===== config.mk =====
export PLATFORM = sky130hd
export DESIGN_NAME = multicycle_ctrl
export DESIGN_NICKNAME = d
export VERILOG_FILES = /design/src/rtl/multicycle_pkg.sv /design/src/rtl/multicycle_aludec.sv /design/src/rtl/multicycle_ctrl.sv
export SDC_FILE = /design/constraint.sdc
export NUM_CORES = 1
export LEC_CHECK = 0
export ABC_AREA = 1
export CAP_MARGIN = 40
export CORE_ASPECT_RATIO = 0.6
export CORE_MARGIN = 8
export CORE_UTILIZATION = 50
export CTS_CLUSTER_DIAMETER = 30
export DETAILED_ROUTE_END_ITERATION = 12
export PLACE_DENSITY = 0.89
export RECOVER_POWER = 25
export SLEW_MARGIN = 10
export SYNTH_ARGS = -nofsm -noshare
export SYNTH_HDL_FRONTEND = slang
export SYNTH_SLANG_ARGS = --single-unit
export TNS_END_PERCENT = 10

===== constraint.sdc =====
create_clock -name clk -period 2 [get_ports clk]
set_input_delay 0.5 -clock clk [delete_from_list [all_inputs] [get_ports clk]]
set_output_delay 0.5 -clock clk [all_outputs]
set_load 0.05 [all_outputs]

===== src/rtl/multicycle_pkg.sv =====
`default_nettype none
// ============================================================================
// Module      : multicycle_pkg
// Description : Shared types and constants for the multicycle control unit:
//               FSM state encoding, opcode map, ALU operation encodings and
//               datapath mux select values.
// Revision    : 1.0 - initial release
// ============================================================================
package multicycle_pkg;

    // Opcode field width that the constant map below is written against.
    localparam int c_OP_W = 5;

    typedef enum logic [3:0] {
        S_FETCH    = 4'd0,
        S_DECODE   = 4'd1,
        S_EXEC_R   = 4'd2,
        S_EXEC_I   = 4'd3,
        S_ALU_WB   = 4'd4,
        S_MEM_ADDR = 4'd5,
        S_MEM_RD   = 4'd6,
        S_MEM_WB   = 4'd7,
        S_MEM_WR   = 4'd8,
        S_BRANCH   = 4'd9,
        S_JUMP     = 4'd10,
        S_HALT     = 4'd11,
        S_TRAP     = 4'd12
    } state_t;

    // Opcodes
    localparam logic [c_OP_W-1:0] c_OP_ADD  = 5'b00000;
    localparam logic [c_OP_W-1:0] c_OP_SUB  = 5'b00001;
    localparam logic [c_OP_W-1:0] c_OP_AND  = 5'b00010;
    localparam logic [c_OP_W-1:0] c_OP_OR   = 5'b00011;
    localparam logic [c_OP_W-1:0] c_OP_SLT  = 5'b00100;
    localparam logic [c_OP_W-1:0] c_OP_ADDI = 5'b00101;
    localparam logic [c_OP_W-1:0] c_OP_LW   = 5'b00110;
    localparam logic [c_OP_W-1:0] c_OP_SW   = 5'b00111;
    localparam logic [c_OP_W-1:0] c_OP_BEQ  = 5'b01000;
    localparam logic [c_OP_W-1:0] c_OP_J    = 5'b01001;
    localparam logic [c_OP_W-1:0] c_OP_HALT = 5'b11111;

    // ALU operations
    localparam logic [3:0] c_ALU_ADD = 4'b0000;
    localparam logic [3:0] c_ALU_SUB = 4'b0001;
    localparam logic [3:0] c_ALU_AND = 4'b0010;
    localparam logic [3:0] c_ALU_OR  = 4'b0011;
    localparam logic [3:0] c_ALU_SLT = 4'b0100;

    // PC source select
    localparam logic [1:0] c_PCSRC_ALU    = 2'b00;
    localparam logic [1:0] c_PCSRC_ALUOUT = 2'b01;
    localparam logic [1:0] c_PCSRC_JUMP   = 2'b10;

    // ALU B-operand select
    localparam logic [1:0] c_SRCB_REGB  = 2'b00;
    localparam logic [1:0] c_SRCB_FOUR  = 2'b01;
    localparam logic [1:0] c_SRCB_IMM   = 2'b10;
    localparam logic [1:0] c_SRCB_IMMSH = 2'b11;

    // Register-register ALU instructions (write back to rd).
    function automatic logic isRAlu(input logic [c_OP_W-1:0] op);
        return (op == c_OP_ADD) || (op == c_OP_SUB) || (op == c_OP_AND) ||
               (op == c_OP_OR)  || (op == c_OP_SLT);
    endfunction

endpackage
`default_nettype wire


===== src/rtl/multicycle_aludec.sv =====
`default_nettype none
// ============================================================================
// Module      : multicycle_aludec
// Description : Combinational map from the latched opcode to the ALU
//               operation used in the EXEC_R state. Non-R opcodes map to ADD.
// Ports       : op         - latched opcode
//               aluControl - ALU operation encoding
// Revision    : 1.0 - initial release
// ============================================================================
module multicycle_aludec
    import multicycle_pkg::*;
#(
    parameter int ALUCTRL_WIDTH = 4
) (
    input  logic [c_OP_W-1:0]        op,
    output logic [ALUCTRL_WIDTH-1:0] aluControl
);

    always_comb begin
        aluControl = ALUCTRL_WIDTH'(c_ALU_ADD);
        case (op)
            c_OP_SUB: aluControl = ALUCTRL_WIDTH'(c_ALU_SUB);
            c_OP_AND: aluControl = ALUCTRL_WIDTH'(c_ALU_AND);
            c_OP_OR:  aluControl = ALUCTRL_WIDTH'(c_ALU_OR);
            c_OP_SLT: aluControl = ALUCTRL_WIDTH'(c_ALU_SLT);
            default:  aluControl = ALUCTRL_WIDTH'(c_ALU_ADD);
        endcase
    end

endmodule
`default_nettype wire


===== src/rtl/multicycle_ctrl.sv =====
`default_nettype none
// ============================================================================
// Module      : multicycle_ctrl
// Description : Multicycle control unit. Moore FSM sequencing each
//               instruction through fetch / decode / execute / memory /
//               write-back, with a memReady handshake on memory states and a
//               wrapping retired-instruction counter.
// Ports       : clk, reset (async, active-high)
//               opCode, zero, memReady            - status inputs
//               memRead, memWrite, iorD, irWrite,
//               pcWrite, pcSrc, aluSrcA, aluSrcB,
//               aluControl, regWrite, regDst,
//               memToReg                          - datapath controls
//               instrDone, retired, halted        - retirement status
//               illegalOp                         - only with the macro below
// Macro       : MULTICYCLE_ILLEGAL_TRAP_EN - illegal opcodes enter a terminal
//               TRAP state instead of retiring as a NOP.
// Revision    : 1.0 - initial release
// ============================================================================
module multicycle_ctrl
    import multicycle_pkg::*;
#(
    parameter int OP_WIDTH      = 5,
    parameter int ALUCTRL_WIDTH = 4,
    parameter int CNT_WIDTH     = 16
) (
    input  logic                     clk,
    input  logic                     reset,
    input  logic [OP_WIDTH-1:0]      opCode,
    input  logic                     zero,
    input  logic                     memReady,
    output logic                     memRead,
    output logic                     memWrite,
    output logic                     iorD,
    output logic                     irWrite,
    output logic                     pcWrite,
    output logic [1:0]               pcSrc,
    output logic                     aluSrcA,
    output logic [1:0]               aluSrcB,
    output logic [ALUCTRL_WIDTH-1:0] aluControl,
    output logic                     regWrite,
    output logic                     regDst,
    output logic                     memToReg,
    output logic                     instrDone,
    output logic [CNT_WIDTH-1:0]     retired,
    output logic                     halted
`ifdef MULTICYCLE_ILLEGAL_TRAP_EN
    ,
    output logic                     illegalOp
`endif
);

    state_t                     r_state;
    logic [c_OP_W-1:0]          r_opLatch;
    logic [CNT_WIDTH-1:0]       r_retired;

    state_t                     w_nextState;
    logic                       w_instrDone;
    logic [c_OP_W-1:0]          w_opNow;
    logic [ALUCTRL_WIDTH-1:0]   w_aluR;

    assign w_opNow = c_OP_W'(opCode);

    multicycle_aludec #(
        .ALUCTRL_WIDTH (ALUCTRL_WIDTH)
    ) u_aludec (
        .op         (r_opLatch),
        .aluControl (w_aluR)
    );

    // Next state and retirement. DECODE dispatches on the live opcode since
    // the latch only captures it at the end of that cycle.
    always_comb begin
        w_nextState = r_state;
        w_instrDone = 1'b0;
        case (r_state)
            S_FETCH:    if (memReady) w_nextState = S_DECODE;
            S_DECODE: begin
                if (isRAlu(w_opNow)) begin
                    w_nextState = S_EXEC_R;
                end else begin
                    case (w_opNow)
                        c_OP_ADDI:       w_nextState = S_EXEC_I;
                        c_OP_LW, c_OP_SW: w_nextState = S_MEM_ADDR;
                        c_OP_BEQ:        w_nextState = S_BRANCH;
                        c_OP_J:          w_nextState = S_JUMP;
                        c_OP_HALT:       w_nextState = S_HALT;
                        default: begin
`ifdef MULTICYCLE_ILLEGAL_TRAP_EN
                            w_nextState = S_TRAP;
`else
                            // Illegal opcode retires as a NOP.
                            w_nextState = S_FETCH;
                            w_instrDone = 1'b1;
`endif
                        end
                    endcase
                end
            end
            S_EXEC_R, S_EXEC_I: w_nextState = S_ALU_WB;
            S_ALU_WB: begin
                w_nextState = S_FETCH;
                w_instrDone = 1'b1;
            end
            S_MEM_ADDR: w_nextState = (r_opLatch == c_OP_LW) ? S_MEM_RD : S_MEM_WR;
            S_MEM_RD:   if (memReady) w_nextState = S_MEM_WB;
            S_MEM_WB: begin
                w_nextState = S_FETCH;
                w_instrDone = 1'b1;
            end
            S_MEM_WR: begin
                if (memReady) begin
                    w_nextState = S_FETCH;
                    w_instrDone = 1'b1;
                end
            end
            S_BRANCH, S_JUMP: begin
                w_nextState = S_FETCH;
                w_instrDone = 1'b1;
            end
            S_HALT:     w_nextState = S_HALT;
            S_TRAP:     w_nextState = S_TRAP;
            default:    w_nextState = S_FETCH;
        endcase
    end

    always_ff @(posedge clk or posedge reset) begin
        if (reset) begin
            r_state   <= S_FETCH;
            r_opLatch <= '0;
            r_retired <= '0;
        end else begin
            r_state <= w_nextState;
            if (r_state == S_DECODE) begin
                r_opLatch <= w_opNow;
            end
            if (w_instrDone) begin
                r_retired <= r_retired + CNT_WIDTH'(1);
            end
        end
    end

    // Output decode of the registered state. The state register sits in
    // FETCH during reset, so everything is explicitly masked by reset.
    always_comb begin
        memRead    = 1'b0;
        memWrite   = 1'b0;
        iorD       = 1'b0;
        irWrite    = 1'b0;
        pcWrite    = 1'b0;
        pcSrc      = c_PCSRC_ALU;
        aluSrcA    = 1'b0;
        aluSrcB    = c_SRCB_REGB;
        aluControl = ALUCTRL_WIDTH'(c_ALU_ADD);
        regWrite   = 1'b0;
        regDst     = 1'b0;
        memToReg   = 1'b0;
        halted     = 1'b0;
        case (r_state)
            S_FETCH: begin
                memRead = 1'b1;
                aluSrcB = c_SRCB_FOUR;
                irWrite = memReady;
                pcWrite = memReady;
            end
            S_DECODE:   aluSrcB = c_SRCB_IMMSH;
            S_EXEC_R: begin
                aluSrcA    = 1'b1;
                aluControl = w_aluR;
            end
            S_EXEC_I, S_MEM_ADDR: begin
                aluSrcA = 1'b1;
                aluSrcB = c_SRCB_IMM;
            end
            S_ALU_WB: begin
                regWrite = 1'b1;
                regDst   = isRAlu(r_opLatch);
            end
            S_MEM_RD: begin
                memRead = 1'b1;
                iorD    = 1'b1;
            end
            S_MEM_WB: begin
                regWrite = 1'b1;
                memToReg = 1'b1;
            end
            S_MEM_WR: begin
                memWrite = 1'b1;
                iorD     = 1'b1;
            end
            S_BRANCH: begin
                aluSrcA    = 1'b1;
                aluControl = ALUCTRL_WIDTH'(c_ALU_SUB);
                pcSrc      = c_PCSRC_ALUOUT;
                pcWrite    = zero;
            end
            S_JUMP: begin
                pcSrc   = c_PCSRC_JUMP;
                pcWrite = 1'b1;
            end
            S_HALT:     halted = 1'b1;
            default: ;
        endcase
        if (reset) begin
            memRead    = 1'b0;
            memWrite   = 1'b0;
            iorD       = 1'b0;
            irWrite    = 1'b0;
            pcWrite    = 1'b0;
            pcSrc      = 2'b00;
            aluSrcA    = 1'b0;
            aluSrcB    = 2'b00;
            aluControl = '0;
            regWrite   = 1'b0;
            regDst     = 1'b0;
            memToReg   = 1'b0;
            halted     = 1'b0;
        end
    end

    assign instrDone = w_instrDone & ~reset;
    assign retired   = r_retired;

`ifdef MULTICYCLE_ILLEGAL_TRAP_EN
    assign illegalOp = (r_state == S_TRAP) & ~reset;
`endif

endmodule
`default_nettype wire

==> run metrics <==
core area 0.003637 sq mm; Die X 95.02 microns; unrepaired setup endpoints after global routing true; Buffers on Ports 42; wire length of the first global-routing pass 11010 microns; area grow syn2layout 60.45%; Util after Layout 82.63%; DP Wirelength 4129 microns; Tmin final 2210 ps; outcome finished, violations left; antenna viol nets, final 0; #FFs+latches synth 25; WL per Instance 18.36 microns; most frequent cells in the layout 65 x nand2_1, 62 x buf_4, 31 x nand3_1; power per cell area 1391 mW/mm^2; slew margin rel. 47.67%; CP Max Fanout 3; syn_nets 284; pin count of the biggest net entering global routing 18; final setup margin -209.7 ps; Net Sw Power 2.261 mW; clock-pin slew on the worst setup and hold paths 100 ps; number of global-route vias before repair 2268; first-pass iteration count of the detailed router 7; violated checks negative setup slack; Switching Share 54.08%; TritonCTS Buffers 3; grt total ovfl 0; critical path class register to output port; I/O Pins 44; CTS tree built; pre-CTS setup slack -430.1 ps; Post-Syn Area 0.001873 sq mm; layout cells sized above 1 42.62%; clk root buf clkbuf_8; initial antenna violation count 0; Yosys cell types 28; Combinational Power Share 72.3%; DR iter-0 viols 196; vias per cell 5.906; VDD IR max 1.167 mV; DRC Markers 0; worst-margin pin slew 784.9 ps; Clk Latency, worst-skew pair 280 ps; Max Clock Freq 452.6 MHz; total track usage 22.27%; Worst setup EP type output port; clock skew 8.546 ps; most common cell after layout, fill and taps aside nand2_1; YS warnings 0; total length of routed wires 7583 microns; MaxCap Viol Count 0; n_diodes 0; part of the Yosys area used for sequential elements 33.40%; vias after detailed routing 2439; NumNets Final 377; area of the die 0.006025 sq mm; syn_area_per_cell 6.836 sq um; Worst Path Required 1500 ps; critical path arrival 1710 ps; Pint 1.920 mW; Initial Util 51.50%; HP Class register to register; fin crit share 110.5%; Synth Instances 274; clock power share 7.9%; Slew Limit Fails 0; # hold bufs at CTS 0; final hold violations 0; Die H 63.41 microns; Setup-failing EPs final 13; FP Rows 17; H-Tree Depth 1; Sequential Power Share 19.8%; Worst Setup Start Kind register; Leak Pwr 1.456 nW; Max clock buf depth 2; GPL Wtd Cong 0.9663; clock sink count 25
## final timing paths
kind | start | endpoint | slack (ps) | cells after the start
worst max-delay path | r_state[0] | instrDone | -210 | 8
worst min-delay path | r_opLatch[2] | r_opLatch[2] | 590 | 2
worst max register to register | r_state[0] | retired[14] | 90 | 10
worst min register to register | r_opLatch[2] | r_opLatch[2] | 590 | 2
max in group asynchronous | reset | r_state[1] | 510 | 4
min in group asynchronous | reset | r_state[2] | 660 | 4
## cell type report
type / instances / area (sq um)
multi-input cells: 214 / 1261
clock inverters: 1 / 7.507
clock buffers: 3 / 41.29
inverters: 30 / 116.4
fillers: 207 / 631.9
repair buffers: 93 / 893.4
well taps: 47 / 58.81
flip-flops and latches: 25 / 626.9
## synth_stat cells (all sizes together)
| library cell | instances | area [sq um] |
|---|---|---|
| conb | 1 | 3.750 |
| nand4 | 2 | 12.51 |
| nor2 | 47 | 235.2 |
| nand3 | 33 | 165.2 |
| a21boi | 1 | 7.510 |
| xor2 | 3 | 26.28 |
| dfrtp | 25 | 625.6 |
| a21oi | 8 | 40.04 |
| ha | 1 | 12.51 |
| clkbuf | 1 | 3.750 |
| o21ai | 11 | 55.05 |
| nand2 | 91 | 410.4 |
| xnor2 | 7 | 61.31 |
| nor3 | 6 | 30.03 |
| o211ai | 1 | 7.510 |
| inv | 30 | 112.6 |
| a31oi | 1 | 6.260 |
| nand3b | 1 | 7.510 |
| buf | 4 | 50.05 |
## critical path: stages, from the launching register on
cell	delay [ps]
dfrtp_1	440
buf_4	160
nand2_4	80
nor2_4	160
nand2_2	80
nor2_4	100
nand2_4	80
a21oi_4	170
buf_12	150
## power groups by stage
stage,sequential (mW),combinational (mW),clock (mW)
final,0.828,3.03,0.328
after detailed placement,0.799,2.30,0
after floorplan,0.911,1.49,0
after CTS,0.789,2.76,0.318
after global placement,0.791,2.24,0
after global routing,0.836,3.16,0.349
## cells by family after synthesis
| kind of cell | count (synthesis) | synth area share, % |
|---|---|---|
| AOI/OAI and AO/OA | 22 | 6.213 |
| xor gates and xnor gates | 10 | 4.676 |
| adders and majority gates | 1 | 0.6679 |
| buffers and inverters | 35 | 8.884 |
| DFF | 25 | 33.40 |
| other | 1 | 0.2002 |
| and+or+nand+nor | 180 | 45.96 |
## metrics by stage
step	area (sq um)	setup TNS (ps)	hold slack, ps	std cells	total power [mW]
floorplan	1898	-787.2	396.9	274	2.405
global placement	2541	-4225	503.3	375	3.027
detailed placement	2541	-5769	509.8	375	3.095
CTS	2952	-230.3	536.8	411	3.871
global route	3005	-1950	616.9	413	4.349
finish	3005	-1403	589.7	413	4.182
## state kept, by name (all words and copies together) (netlist names)
name and flops:
retired 16, r_state 4, r_opLatch 5
## timing repair
item | in CTS | in global routing
buffers inserted | 32 | 2
gates resized for setup | 43 | 19
pin swaps | 17 | 7
endpoints found under the setup margin | 18 | 18
## metal layers
metal | up-vias | global-route usage [%] | part of all wire, %
met5 | - | 0 | 0
met1 | 1123 | 28.08 | 38
met4 | 0 | 6.770 | 5.8
li1 | 1045 | - | -
met3 | 71 | 5.792 | 12
met2 | 200 | 36.10 | 44
Note: power is estimated with default switching activity, not from simulation.
